**config.mk**
```make
export PLATFORM = sky130hd
export DESIGN_NAME = suma_serie_nbits
export DESIGN_NICKNAME = d
export VERILOG_FILES = /design/src/rtl/suma_serie_nbits.sv
export SDC_FILE = /design/constraint.sdc
export NUM_CORES = 1
export LEC_CHECK = 0
export CAP_MARGIN = 10
export CORE_MARGIN = 2
export CORE_UTILIZATION = 48
export DETAILED_ROUTE_END_ITERATION = 7
export HOLD_SLACK_MARGIN = 0.06
export PLACE_DENSITY = 0.81
export SLEW_MARGIN = 10
export SYNTH_ARGS = -nofsm -noshare
export SYNTH_HDL_FRONTEND = slang
export SYNTH_SLANG_ARGS = --single-unit
```
**constraint.sdc**
```tcl
create_clock -name clk -period 1.3 [get_ports clk]
set_input_delay 0.26 -clock clk [delete_from_list [all_inputs] [get_ports clk]]
set_output_delay 0.26 -clock clk [all_outputs]
set_load 0.01 [all_outputs]
```
**src/rtl/suma_serie_nbits.sv**
```systemverilog
`default_nettype none
// ============================================================================
//  Module      : suma_1bit
//  Description : 1-bit full-adder cell, {Co,S} = A + B + Ci.
//  Ports       : A, B, Ci - operand bits and carry-in
//                S, Co    - sum bit and carry-out
//  Revision    : 1.0 - initial release
// ============================================================================
module suma_1bit (
    input  logic A,
    input  logic B,
    input  logic Ci,
    output logic S,
    output logic Co
);
    assign S  = A ^ B ^ Ci;
    assign Co = (A & B) | (Ci & (A ^ B));
endmodule

// ============================================================================
//  Module      : suma_serie_nbits
//  Description : Bit-serial N-bit adder. One suma_1bit cell is reused once
//                per clock, LSB first, with the carry recirculated through
//                a flip-flop. start/busy/done handshake; done is a one-cycle
//                pulse N cycles after the accepted start.
//  Parameters  : N - operand/result width (N >= 1)
//  Ports       : clk, rst   - clock, synchronous active-high reset
//                start      - request pulse, sampled only while idle
//                A, B, Ci   - operands and carry-in, latched on start
//                busy, done - handshake status
//                S, Co      - sum and final carry, held until next start
//                V          - signed overflow (only with SUMA_SERIE_OVF_EN)
//  Options     : `define SUMA_SERIE_OVF_EN adds the V output.
//  Revision    : 1.0 - initial release
// ============================================================================
module suma_serie_nbits #(
    parameter int N = 8
) (
    input  logic         clk,
    input  logic         rst,
    input  logic         start,
    input  logic [N-1:0] A,
    input  logic [N-1:0] B,
    input  logic         Ci,
    output logic         busy,
    output logic         done,
    output logic [N-1:0] S,
    output logic         Co
`ifdef SUMA_SERIE_OVF_EN
    ,
    output logic         V
`endif
);

    localparam int CW = (N > 1) ? $clog2(N) : 1;

    localparam logic [0:0] ST_IDLE = 1'b0;
    localparam logic [0:0] ST_RUN  = 1'b1;

    logic [0:0]    r_state;
    logic [0:0]    w_state_next;

    logic [N-1:0]  r_sa;
    logic [N-1:0]  r_sb;
    logic [N-1:0]  r_s;
    logic [N-1:0]  w_s_next;
    logic          r_carry;
    logic          r_co;
    logic          r_done;
    logic [CW-1:0] r_cnt;
    logic          w_last;
    logic          w_cell_s;
    logic          w_cell_co;

    suma_1bit u_cell (
        .A  (r_sa[0]),
        .B  (r_sb[0]),
        .Ci (r_carry),
        .S  (w_cell_s),
        .Co (w_cell_co)
    );

    assign w_last = (r_cnt == CW'(N - 1));

    // New sum bit enters at the MSB; after N shifts bit 0 lands in S[0].
    generate
        if (N == 1) begin : g_s_single
            assign w_s_next = w_cell_s;
        end else begin : g_s_shift
            assign w_s_next = {w_cell_s, r_s[N-1:1]};
        end
    endgenerate

    // State register
    always_ff @(posedge clk) begin
        if (rst) begin
            r_state <= ST_IDLE;
        end else begin
            r_state <= w_state_next;
        end
    end

    // Next-state logic
    always_comb begin
        w_state_next = r_state;
        case (r_state)
            ST_IDLE: if (start)  w_state_next = ST_RUN;
            ST_RUN:  if (w_last) w_state_next = ST_IDLE;
            default: w_state_next = ST_IDLE;
        endcase
    end

    // Datapath
    always_ff @(posedge clk) begin
        if (rst) begin
            r_sa    <= '0;
            r_sb    <= '0;
            r_s     <= '0;
            r_carry <= 1'b0;
            r_co    <= 1'b0;
            r_done  <= 1'b0;
            r_cnt   <= '0;
        end else begin
            r_done <= (r_state == ST_RUN) && w_last;
            case (r_state)
                ST_IDLE: begin
                    if (start) begin
                        r_sa    <= A;
                        r_sb    <= B;
                        r_carry <= Ci;
                        r_cnt   <= '0;
                    end
                end
                ST_RUN: begin
                    r_sa    <= r_sa >> 1;
                    r_sb    <= r_sb >> 1;
                    r_s     <= w_s_next;
                    r_carry <= w_cell_co;
                    r_cnt   <= r_cnt + CW'(1);
                    // Co is published only at the end so it stays in step with S.
                    if (w_last) begin
                        r_co <= w_cell_co;
                    end
                end
                default: ;
            endcase
        end
    end

`ifdef SUMA_SERIE_OVF_EN
    // On the last RUN edge the carry flip-flop holds the carry into the MSB.
    logic r_cmsb;
    always_ff @(posedge clk) begin
        if (rst) begin
            r_cmsb <= 1'b0;
        end else if ((r_state == ST_RUN) && w_last) begin
            r_cmsb <= r_carry;
        end
    end
`endif

    // Outputs
    always_comb begin
        busy = (r_state == ST_RUN);
        done = r_done;
        S    = r_s;
        Co   = r_co;
`ifdef SUMA_SERIE_OVF_EN
        V    = r_cmsb ^ r_co;
`endif
    end

endmodule
`default_nettype wire

```
## Word level (Yosys, flattened, before mapping)

Cells that the tools add are included.

| operators by class | value |
|---|---|
| bitwise gates (word level) | 6 |
| mux-type cells | 11 |
| eq/ne operators | 2 |
| add/subtract/negate cells | 1 |
| reduce and logical (&&, ||, !) cells | 2 |

Operators with widths:

| operator | count |
|---|---|
| $pmux W8 S2 | 2 |
| $mux W8 | 2 |
| $pmux W3 S2 | 1 |
| $pmux W1 S2 | 2 |
| $add A3 B1 Y3 const B | 1 |
| $eq A3 B3 Y1 const B | 1 |
| $mux W1 | 3 |
| $mux W3 | 1 |
| $and A1 B1 Y1 | 2 |
| $ne A2 B2 Y1 const B | 1 |
| $reduce_and A2 Y1 | 1 |
| $xor A1 B1 Y1 | 2 |
| $logic_and A1 B1 Y1 | 1 |
| $not A1 Y1 | 1 |
| $or A1 B1 Y1 | 1 |

| storage, ports and cells | value |
|---|---|
| flip-flop bits (word level) | 31 |
| logic and storage cells | 30 |
| bits of input ports | 20 |

## Logic depth before layout (Yosys ltp)

| logic depth | value |
|---|---|
| word-level depth | 4 |
| mapped depth | 4 |
| depth with buffers taken out | 4 |

## By module

A second synthesis with hierarchy kept.

| unflattened totals | value |
|---|---|
| cell total of the unflattened synthesis | 127 |
| area, all modules | 1330.0 um^2 |

By module, submodules not included:

| module | sequential area each (um^2) | instances | area an instance (um^2) | cells each |
|---|---|---|---|---|
| suma_serie_nbits | 620.6 | 1 | 1310.0 | 126 |
| suma_1bit | 0.0 | 1 | 20.0 | 1 |

## Least setup slack after synthesis

Ideal clock, no wire load.

| path | value |
|---|---|
| path type | register to register |
| start | register r_cnt[0] |
| end | register r_co, in the netlist Co |
| period minus slack after synthesis | 1.076 ns |
| arrival time | 1.005 ns |
| setup slack | 0.224 ns |
| buffers on the path | 0 |
| cell stages (with the launch flop) | 5 |
| path through | dfxtp_1 ha_1 ha_1 a21bo_2 a21oi_1 |

| on the way | value |
|---|---|
| longest elaborated chain between the ends | 2 |

Ends and longest elaborated chain:

| element | line | text |
|---|---|---|
| start, declared | 70 | `logic [CW-1:0] r_cnt;` |
| start signal, assigned | 139 | `r_cnt <= r_cnt + CW'(1);` |
| $eq A3 B3 Y1 | 83 | `assign w_last = (r_cnt == CW'(N - 1));` |
| $reduce_and A2 Y1 (no source line) | -- |  |
| end signal, assigned | 142 | `r_co <= w_cell_co;` |
| end, declared | 68 | `logic r_co;` |

Every way passes these cells.
A chain may end at the register's enable or synchronous reset.

## Final worst setup path

| path | value |
|---|---|
| start | register r_s[7], in the netlist S[7] |
| end | output port S[7] |

RTL lines:

| element | line | text |
|---|---|---|
| start, declared | 65 | `logic [N-1:0] r_s;` |
| start signal, assigned | 137 | `r_s <= w_s_next;` |
| end, declared | 47 | `output logic [N-1:0] S,` |

No word-level cell between the ends.

==> reports/metrics.csv <==
stage;metric;value;unit
outcome;status;completed;
sta;Final Hold Fails;0;
synthesis;sequential area share after synthesis;0.468;
cts;clk buf depth;2;
critical_path;Worst Path Max Fanout;3;
cells_and_area;Antenna Cells;0;
cells_and_area;Nets;183;
placement;RD Place Congestion;0.726;
detailed_routing;WL met3;191;um
min_path;hold_sp;r_sb[4];
critical_path;Setup CP Type;flip-flop to output pin;
cts;Skew-Pair Late Insertion Delay;0.33;ns
floorplanning;num ports;31;
detailed_routing;drt via density;5.24;
power_and_ir_drop;P_leak;0.751;nW
sta;min cycle time layout;1.23;ns
synthesis;Yosys warnings;0;
critical_path;worst reg2reg startpoint;r_cnt[0];
synthesis;distinct cell type count after synthesis;20;
critical_path;Slowest Stage Delay on Critical Path;0.37;ns
grt;gr usage total;0.191;
critical_path;crit path cell chain;dlygate4sd2_1;
sta;RSZ-0062 raised after global routing;no;
placement;Port-buffer cells;30;
detailed_routing;routed wire length;2690;um
placement;placed insts;184;
cts;cts bufs inserted;5;
cts;clk sinks;31;
grt;Overflow after GRT;0;
detailed_routing;antenna-violating nets left;0;
cells_and_area;share of cells above drive strength 1;0.100;
floorplanning;die area;0.00320;mm2
power_and_ir_drop;maximum VDD drop;0.00100;V
cts;H-tree levels;2;
floorplanning;core box area;0.00269;mm2
sta;clock skew;0.00666;ns
synthesis;Post-Synthesis Cell Area;0.00133;mm2
floorplanning;width of the die;56.6;um
detailed_routing;first-pass detailed-route iteration total;4;
placement;HPWL after detailed placement;1840;um
detailed_routing;highest metal used;met4;
floorplanning;num rows;19;
critical_path;CP startpoint;S[7];
sta;slew margin rel.;0.835;
critical_path;Critical path buffers and inverters;1;
critical_path;Critical Path Sink Type;output pin;
cts;CTS tree;built;
critical_path;CP max stage cell;dfxtp_1;
cts;Hold-fix buffers, CTS;0;
power_and_ir_drop;PD cells;1100;mW/mm2
cts;clock slew at reported path FFs;0.09;ns
floorplanning;starting density of the core;0.494;
critical_path;Startpoint Class;flip-flop;
grt;initial antenna violation count;0;
critical_path;Crit path max-delay family;flip-flops;
sta;max-slew violations;0;
synthesis;Mapped Cells;126;
grt;largest net degree at the start of global routing;22;
cts;post-CTS setup buffers;0;
cells_and_area;most frequent cells in the layout;dfxtp_1 (31), mux2i_1 (25), clkdlybuf4s50_1 (19);
cts;root buffer cell;clkbuf_4;
sta;Least-Margin Pin Slew;0.247;ns
detailed_routing;DRT iter0 DRCs;32;
synthesis;#FFs+latches synth;31;
min_path;Worst Hold Class;flip-flop to flip-flop;
critical_path;Worst Path Required;1.04;ns
cts;Post-CTS Resized;11;
sta;Final setup viols;0;
sta;Fin Setup TNS;0;ns
cells_and_area;commonest non-fill, non-tap cell in the layout;dfxtp_1;
grt;first-pass GRT wire length;4550;um
grt;vias in the first global route;994;
synthesis;Synthesized Nets;149;
synthesis;post-synthesis area per instance;10.5;um2
detailed_routing;Residual DRC;0;
critical_path;Arrival @ worst endpoint;0.97;ns
detailed_routing;wire length per cell;14.1;um
detailed_routing;wl on met1;1130;um
cells_and_area;final cell count without fillers;191;
run;Max-Cap Viols;0;
sta;Peak Freq;811;MHz
detailed_routing;DR vias;1000;
floorplanning;Die H;56.6;um
cells_and_area;Layout area overhead;28.7;%
sta;period utilisation layout;0.949;
detailed_routing;DR WL met2;1280;um
==> stage by stage <==
step / worst slack, ns / total power [W] / hold slack (ns) / util / cell area, um2
after floorplan: 0.224 / 0.00122 / 0.338 / - / 1330
after global placement: -0.117 / 0.00133 / 0.483 / 0.619 / 1660
after detailed placement: -0.160 / 0.00134 / 0.507 / 0.619 / 1660
after CTS: 0.0431 / 0.00190 / 0.521 / 0.635 / 1710
after global routing: 0.00285 / 0.00198 / 0.541 / 0.635 / 1710
final: 0.0665 / 0.00188 / 0.519 / 0.635 / 1710
==> layout make-up <==
cell class | instances | area [um2]
Clock inverter | 1 | 5.00
Clock buffer | 6 | 51.3
Inverter | 1 | 3.75
Tap cell | 31 | 38.8
Sequential cell | 31 | 621
Multi-Input combinational cell | 84 | 636
Fill cell | 235 | 980
Timing Repair Buffer | 37 | 352
==> final timing paths <==
| check | endpoint | slack [ns] | cells after the start |
|---|---|---|---|
| worst max-delay path | S[7] | 0.07 | 1 |
| worst min-delay path | r_sb[3] | 0.52 | 2 |
| worst max register to register | Co | 0.12 | 4 |
| worst min register to register | r_sb[3] | 0.52 | 2 |
==> kinds of logic (layout without fill, tap and decap cells) <==
family                   after synthesis  in the layout  share of synthesized area
multiplexers                          25             25                      0.189
adder cells (fa/ha/maj)                3              3                     0.0340
AND/OR/NAND/NOR                       35             35                      0.143
flip-flops                            31             31                      0.468
AO/OA/AOI/OAI                         21             21                      0.113
buffers and inverters                 11             45                     0.0528
==> Yosys cell counts <==
cell type,instances,area [um2]
dfxtp_1,31,621
nor2_1,10,37.5
ha_1,2,25.0
nand2_1,3,11.3
buf_1,2,7.51
a21oi_1,4,20.0
nor3_1,2,10.0
mux2i_1,25,250
nand3_1,1,5.00
a211oi_1,16,120
buf_2,2,10.0
buf_4,1,7.51
nand2b_1,1,6.26
buf_6,3,33.8
nor2b_1,15,93.8
fa_1,1,20.0
a21bo_2,1,10.0
clkbuf_1,2,7.51
or3b_1,3,26.3
inv_2,1,3.75
==> report_power, final <==
group	internal (W)	switching (W)	leakage, nW
registers	0.00100	0.0000324	0.254
logic	0.000158	0.000125	0.463
clock network	0.000250	0.000313	0.0341
total	0.00141	0.000470	0.751
==> flip-flops by register name (all words and copies together) (netlist names) <==
signal and count:
Co 1, S 8, busy 1, done 1
r_carry 1, r_cnt 3, r_sa 8, r_sb 8
==> layer usage <==
layer	GRT usage	vias up
li1	-	507
met5	0	-
met2	0.309	29
met4	0.109	0
met3	0.0783	11
met1	0.209	453
(Power assumes the default switching activity.)
==> RTL edit 1 (same flow settings) <==
Change the parameter `N` from 8 to 32.
--- a/src/rtl/suma_serie_nbits.sv
+++ b/src/rtl/suma_serie_nbits.sv
@@ -34,7 +34,7 @@
 //  Revision    : 1.0 - initial release
 // ============================================================================
 module suma_serie_nbits #(
-    parameter int N = 8
+    parameter int N = 32
 ) (
     input  logic         clk,
     input  logic         rst,
Interface: changed (resized A, B and S); port bits go from 31 to 103. The function was not compared with the original's and may differ.
==> RTL edit 1 against the original RTL <==
  * Via count grew to 3.2 times the old value
  * Cell area rose to 3.6 times the old value
  * Routed wire length grew to 3.4 times the old value
  * Setup slack got worse by 0.022 ns
  * Register-to-register slack lost 0.07 ns
  * Area after synthesis grew to 3.7 times the old value
  * Critical endpoint is now S[18]
  * Sequential cell count up 74
  * Total power grew to 3.6 times the old value
  * First-iteration DRC count increased to 2.6 times the old value
  * Non-clock buffer count increased by 82
==> RTL edit 1: results <==
# TYPE chip_impl_metric gauge
chip_impl_info{name="synth_common_cells",value="dfxtp_1 (105), nor2_1 (101), mux2i_1 (97)"} 1
chip_impl_info{name="outcome",value="finished, final reports clean"} 1
chip_impl_metric{name="drive_gt1_share",unit="%"} 20.8
chip_impl_metric{name="slew_headroom",unit="%"} 75.2
chip_impl_metric{name="postPlaceCellArea",unit="um^2"} 5980
chip_impl_metric{name="hpwlAfterDp",unit="um"} 6430
chip_impl_metric{name="finalNetCount",unit=""} 594
chip_impl_info{name="timing.hold.worst.start",value="rst"} 1
chip_impl_metric{name="cts.htree.levels",unit=""} 3
chip_impl_metric{name="endpoint_arrival_time_on_the_critical_path",unit="ns"} 1.00
chip_impl_metric{name="clkLatencyLatePin",unit="ns"} 0.35
chip_impl_metric{name="placement.setup.worst_slack",unit="ns"} 0.00530
chip_impl_metric{name="seq_area_frac_synth",unit="%"} 43.4
chip_impl_metric{name="static-leakage-power",unit="nW"} 2.78
chip_impl_metric{name="post_cts_resize_count",unit=""} 37
chip_impl_info{name="root_buffer",value="clkbuf_8"} 1
chip_impl_metric{name="met2_wirelength",unit="um"} 4400
chip_impl_info{name="timing.hold.worst.class",value="in -> reg"} 1
chip_impl_metric{name="filler_cell_count",unit=""} 837
chip_impl_metric{name="port_buffers",unit=""} 102
chip_impl_metric{name="grt_pass1_wl",unit="um"} 15200
chip_impl_metric{name="groute.layer.met3.usage",unit="%"} 3.63
chip_impl_metric{name="routed-wl-met3",unit="um"} 369
chip_impl_metric{name="power.switching_fraction",unit="%"} 22.8
chip_impl_metric{name="syn_nets",unit=""} 496
chip_impl_info{name="worstSetupStartpoint",value="S[18]"} 1
chip_impl_metric{name="maximum_number_of_pins_on_one_net_before_global_route_repair",unit=""} 48
==> RTL edit 1: changes by cell type in the layout (fill, tap and decap cells not counted), moves of 46 or more <==
cell	before	now
clkdlybuf4s50_1	19	65
mux2_4	0	62
mux2i_1	25	97
dfxtp_1	31	96
nor2_1	10	101
==> RTL edit 1: layout make-up <==
cell class	instances	area share, %
clock buffer	12	2.51
sequential	105	34.2
clock inverter	4	1.19
tap	133	2.69
multi-input combinational	286	39.9
timing repair buffer	119	19.5
inverter	2	0.121
==> RTL edit 1: through the flow <==
step	total power (W)	std cells	util, %
finish	0.00677	661	63.4
global route	0.00707	661	63.4
CTS	0.00684	660	63.1
detailed placement	0.00459	644	61.2
global placement	0.00456	644	61.2
floorplan	0.00426	425	-
==> RTL edit 1: cells by family (layout without fill, tap and decap cells) <==
| logic type | Yosys count | count (layout) | synth area share [%] |
|---|---|---|---|
| and+or+nand+nor | 113 | 113 | 9.22 |
| buffers and inverters | 34 | 137 | 5.81 |
| xor gates and xnor gates | 1 | 1 | 0.181 |
| muxes | 160 | 160 | 39.5 |
| DFF | 105 | 105 | 43.4 |
| adders and majority gates | 3 | 3 | 0.929 |
| AOI/OAI and AO/OA | 9 | 9 | 1.03 |
==> RTL edit 1: path summary, 6_finish.rpt <==
path	slack, ns	to	depth (start not counted)
hold / removal	0.16	S[13]	2
setup / recovery	0.04	S[18]	1
hold reg to reg	0.48	Co	2
setup reg to reg	0.05	r_cnt[4]	5
==> RTL edit 1: power by group through the flow <==
stage | clock network [W] | logic (W) | registers [W]
final | 0.00225 | 0.00107 | 0.00344
after global routing | 0.00245 | 0.00115 | 0.00346
after CTS | 0.00232 | 0.00107 | 0.00345
after detailed placement | 0 | 0.00107 | 0.00352
after global placement | 0 | 0.00105 | 0.00351
after floorplan | 0 | 0.000768 | 0.00349
==> RTL edit 2 (same flow settings) <==
Without the edit above. Put a register stage on the output `S`, with the module's reset. The value now appears one clock later. The other outputs are not delayed to match.
--- a/src/rtl/suma_serie_nbits.sv
+++ b/src/rtl/suma_serie_nbits.sv
@@ -56,6 +56,8 @@
 
     localparam logic [0:0] ST_IDLE = 1'b0;
     localparam logic [0:0] ST_RUN  = 1'b1;
+
+    logic [N-1:0] S_d;
 
     logic [0:0]    r_state;
     logic [0:0]    w_state_next;
@@ -163,13 +165,21 @@
     always_comb begin
         busy = (r_state == ST_RUN);
         done = r_done;
-        S    = r_s;
+        S_d  = r_s;
         Co   = r_co;
 `ifdef SUMA_SERIE_OVF_EN
         V    = r_cmsb ^ r_co;
 `endif
     end
 
+    always_ff @(posedge clk) begin
+        if (rst) begin
+            S <= '0;
+        end else begin
+            S <= S_d;
+        end
+    end
+
 endmodule
 `default_nettype wire
 
Formal check against the unedited RTL: not equivalent (a bounded check fails within 4 cycles, from zero or initial values and one cycle with rst high).
==> RTL edit 2 against the original RTL <==
  * Sequential cell count grew 8
  * Cell area grew 16%
  * Area after synthesis grew 17%
  * Fmax grew 1.1%
  * Total power grew 36%
  * Setup slack gained 0.014 ns
  * Hold slack lost 0.050 ns
  * Routed wire length grew 0.19%
  * Count of clock-buffer cells in the layout is the same
  * Final cell count grew 14%
  * Clock power grew 77%
  * Largest power group unchanged
==> RTL edit 2: results <==
# TYPE chip_impl_metric gauge
chip_impl_info{name="crit_slowest_cell",value="dfxtp_2"} 1
chip_impl_metric{name="critical_path_fanouts_max",unit=""} 2
chip_impl_metric{name="peakVddDrop",unit="mV"} 0.800
chip_impl_metric{name="routabilityCongestion",unit=""} 0.736
chip_impl_metric{name="finalNetCount",unit=""} 196
chip_impl_metric{name="gr-usage-all-layers",unit="%"} 16.7
chip_impl_metric{name="dpl.cell_count",unit=""} 210
chip_impl_metric{name="buffer_area_share",unit="%"} 17.4
chip_impl_metric{name="drive_gt1_share",unit="%"} 8.62
chip_impl_info{name="outcome",value="finished, final reports clean"} 1
chip_impl_metric{name="nonClockBufferCount",unit=""} 34
chip_impl_metric{name="grt_util_met2",unit="%"} 28.0
chip_impl_metric{name="filler_cell_count",unit=""} 265
chip_impl_metric{name="power.switching_fraction",unit="%"} 21.6
chip_impl_metric{name="routed_wire_length_per_instance",unit="um"} 12.4
chip_impl_metric{name="routed-wl-met3",unit="um"} 154
chip_impl_metric{name="well_tap_count",unit=""} 44
chip_impl_metric{name="syn_nets",unit=""} 166
chip_impl_metric{name="area_share_clock_buf_inv",unit="%"} 5.13
chip_impl_metric{name="first_global_vias",unit=""} 1049
chip_impl_metric{name="timing_worst_slew_pin_value",unit="ns"} 0.258
chip_impl_metric{name="total_switching_power",unit="W"} 0.000552
chip_impl_metric{name="multi_input_area_share",unit="%"} 35.0
chip_impl_metric{name="met2_wirelength",unit="um"} 1270
chip_impl_metric{name="clock_power_share",unit="%"} 38.9
chip_impl_metric{name="fin_worst_skew",unit="ns"} 0.00656
chip_impl_metric{name="drt-initial-drc-count",unit=""} 13
chip_impl_metric{name="maximum_number_of_pins_on_one_net_before_global_route_repair",unit=""} 40
chip_impl_metric{name="hpwlAfterDp",unit="um"} 1800
chip_impl_metric{name="sequential_cell_total",unit=""} 39
chip_impl_metric{name="postPlaceCellArea",unit="um^2"} 1890
chip_impl_metric{name="clkLatencyLatePin",unit="ns"} 0.35
-- RTL edit 2: cell count changes after synthesis --
cell      delta
a211oi_2     +1
dfxtp_1      +8
a211oi_1     -1
nor2b_1      +8
buf_1        -2
buf_2        +2
clkbuf_1     +1
-- RTL edit 2: logic make-up (layout without fill, tap and decap cells) --
| group | after synthesis | after routing | share of synthesized area, % |
|---|---|---|---|
| buffers and inverters | 12 | 43 | 4.93 |
| muxes | 25 | 25 | 16.2 |
| DFF | 39 | 39 | 50.4 |
| AOI/OAI and AO/OA | 21 | 21 | 10.0 |
| adders and majority gates | 3 | 3 | 2.91 |
| and+or+nand+nor | 43 | 43 | 15.5 |
-- RTL edit 2: path summary, 6_finish.rpt --
path | end | startpoint | cells after the start | slack, ns
setup / recovery | busy | busy | 1 | 0.08
hold / removal | S[0] | S_d[0] | 1 | 0.47
setup reg to reg | Co | r_cnt[0] | 4 | 0.14
hold reg to reg | S[0] | S_d[0] | 1 | 0.47
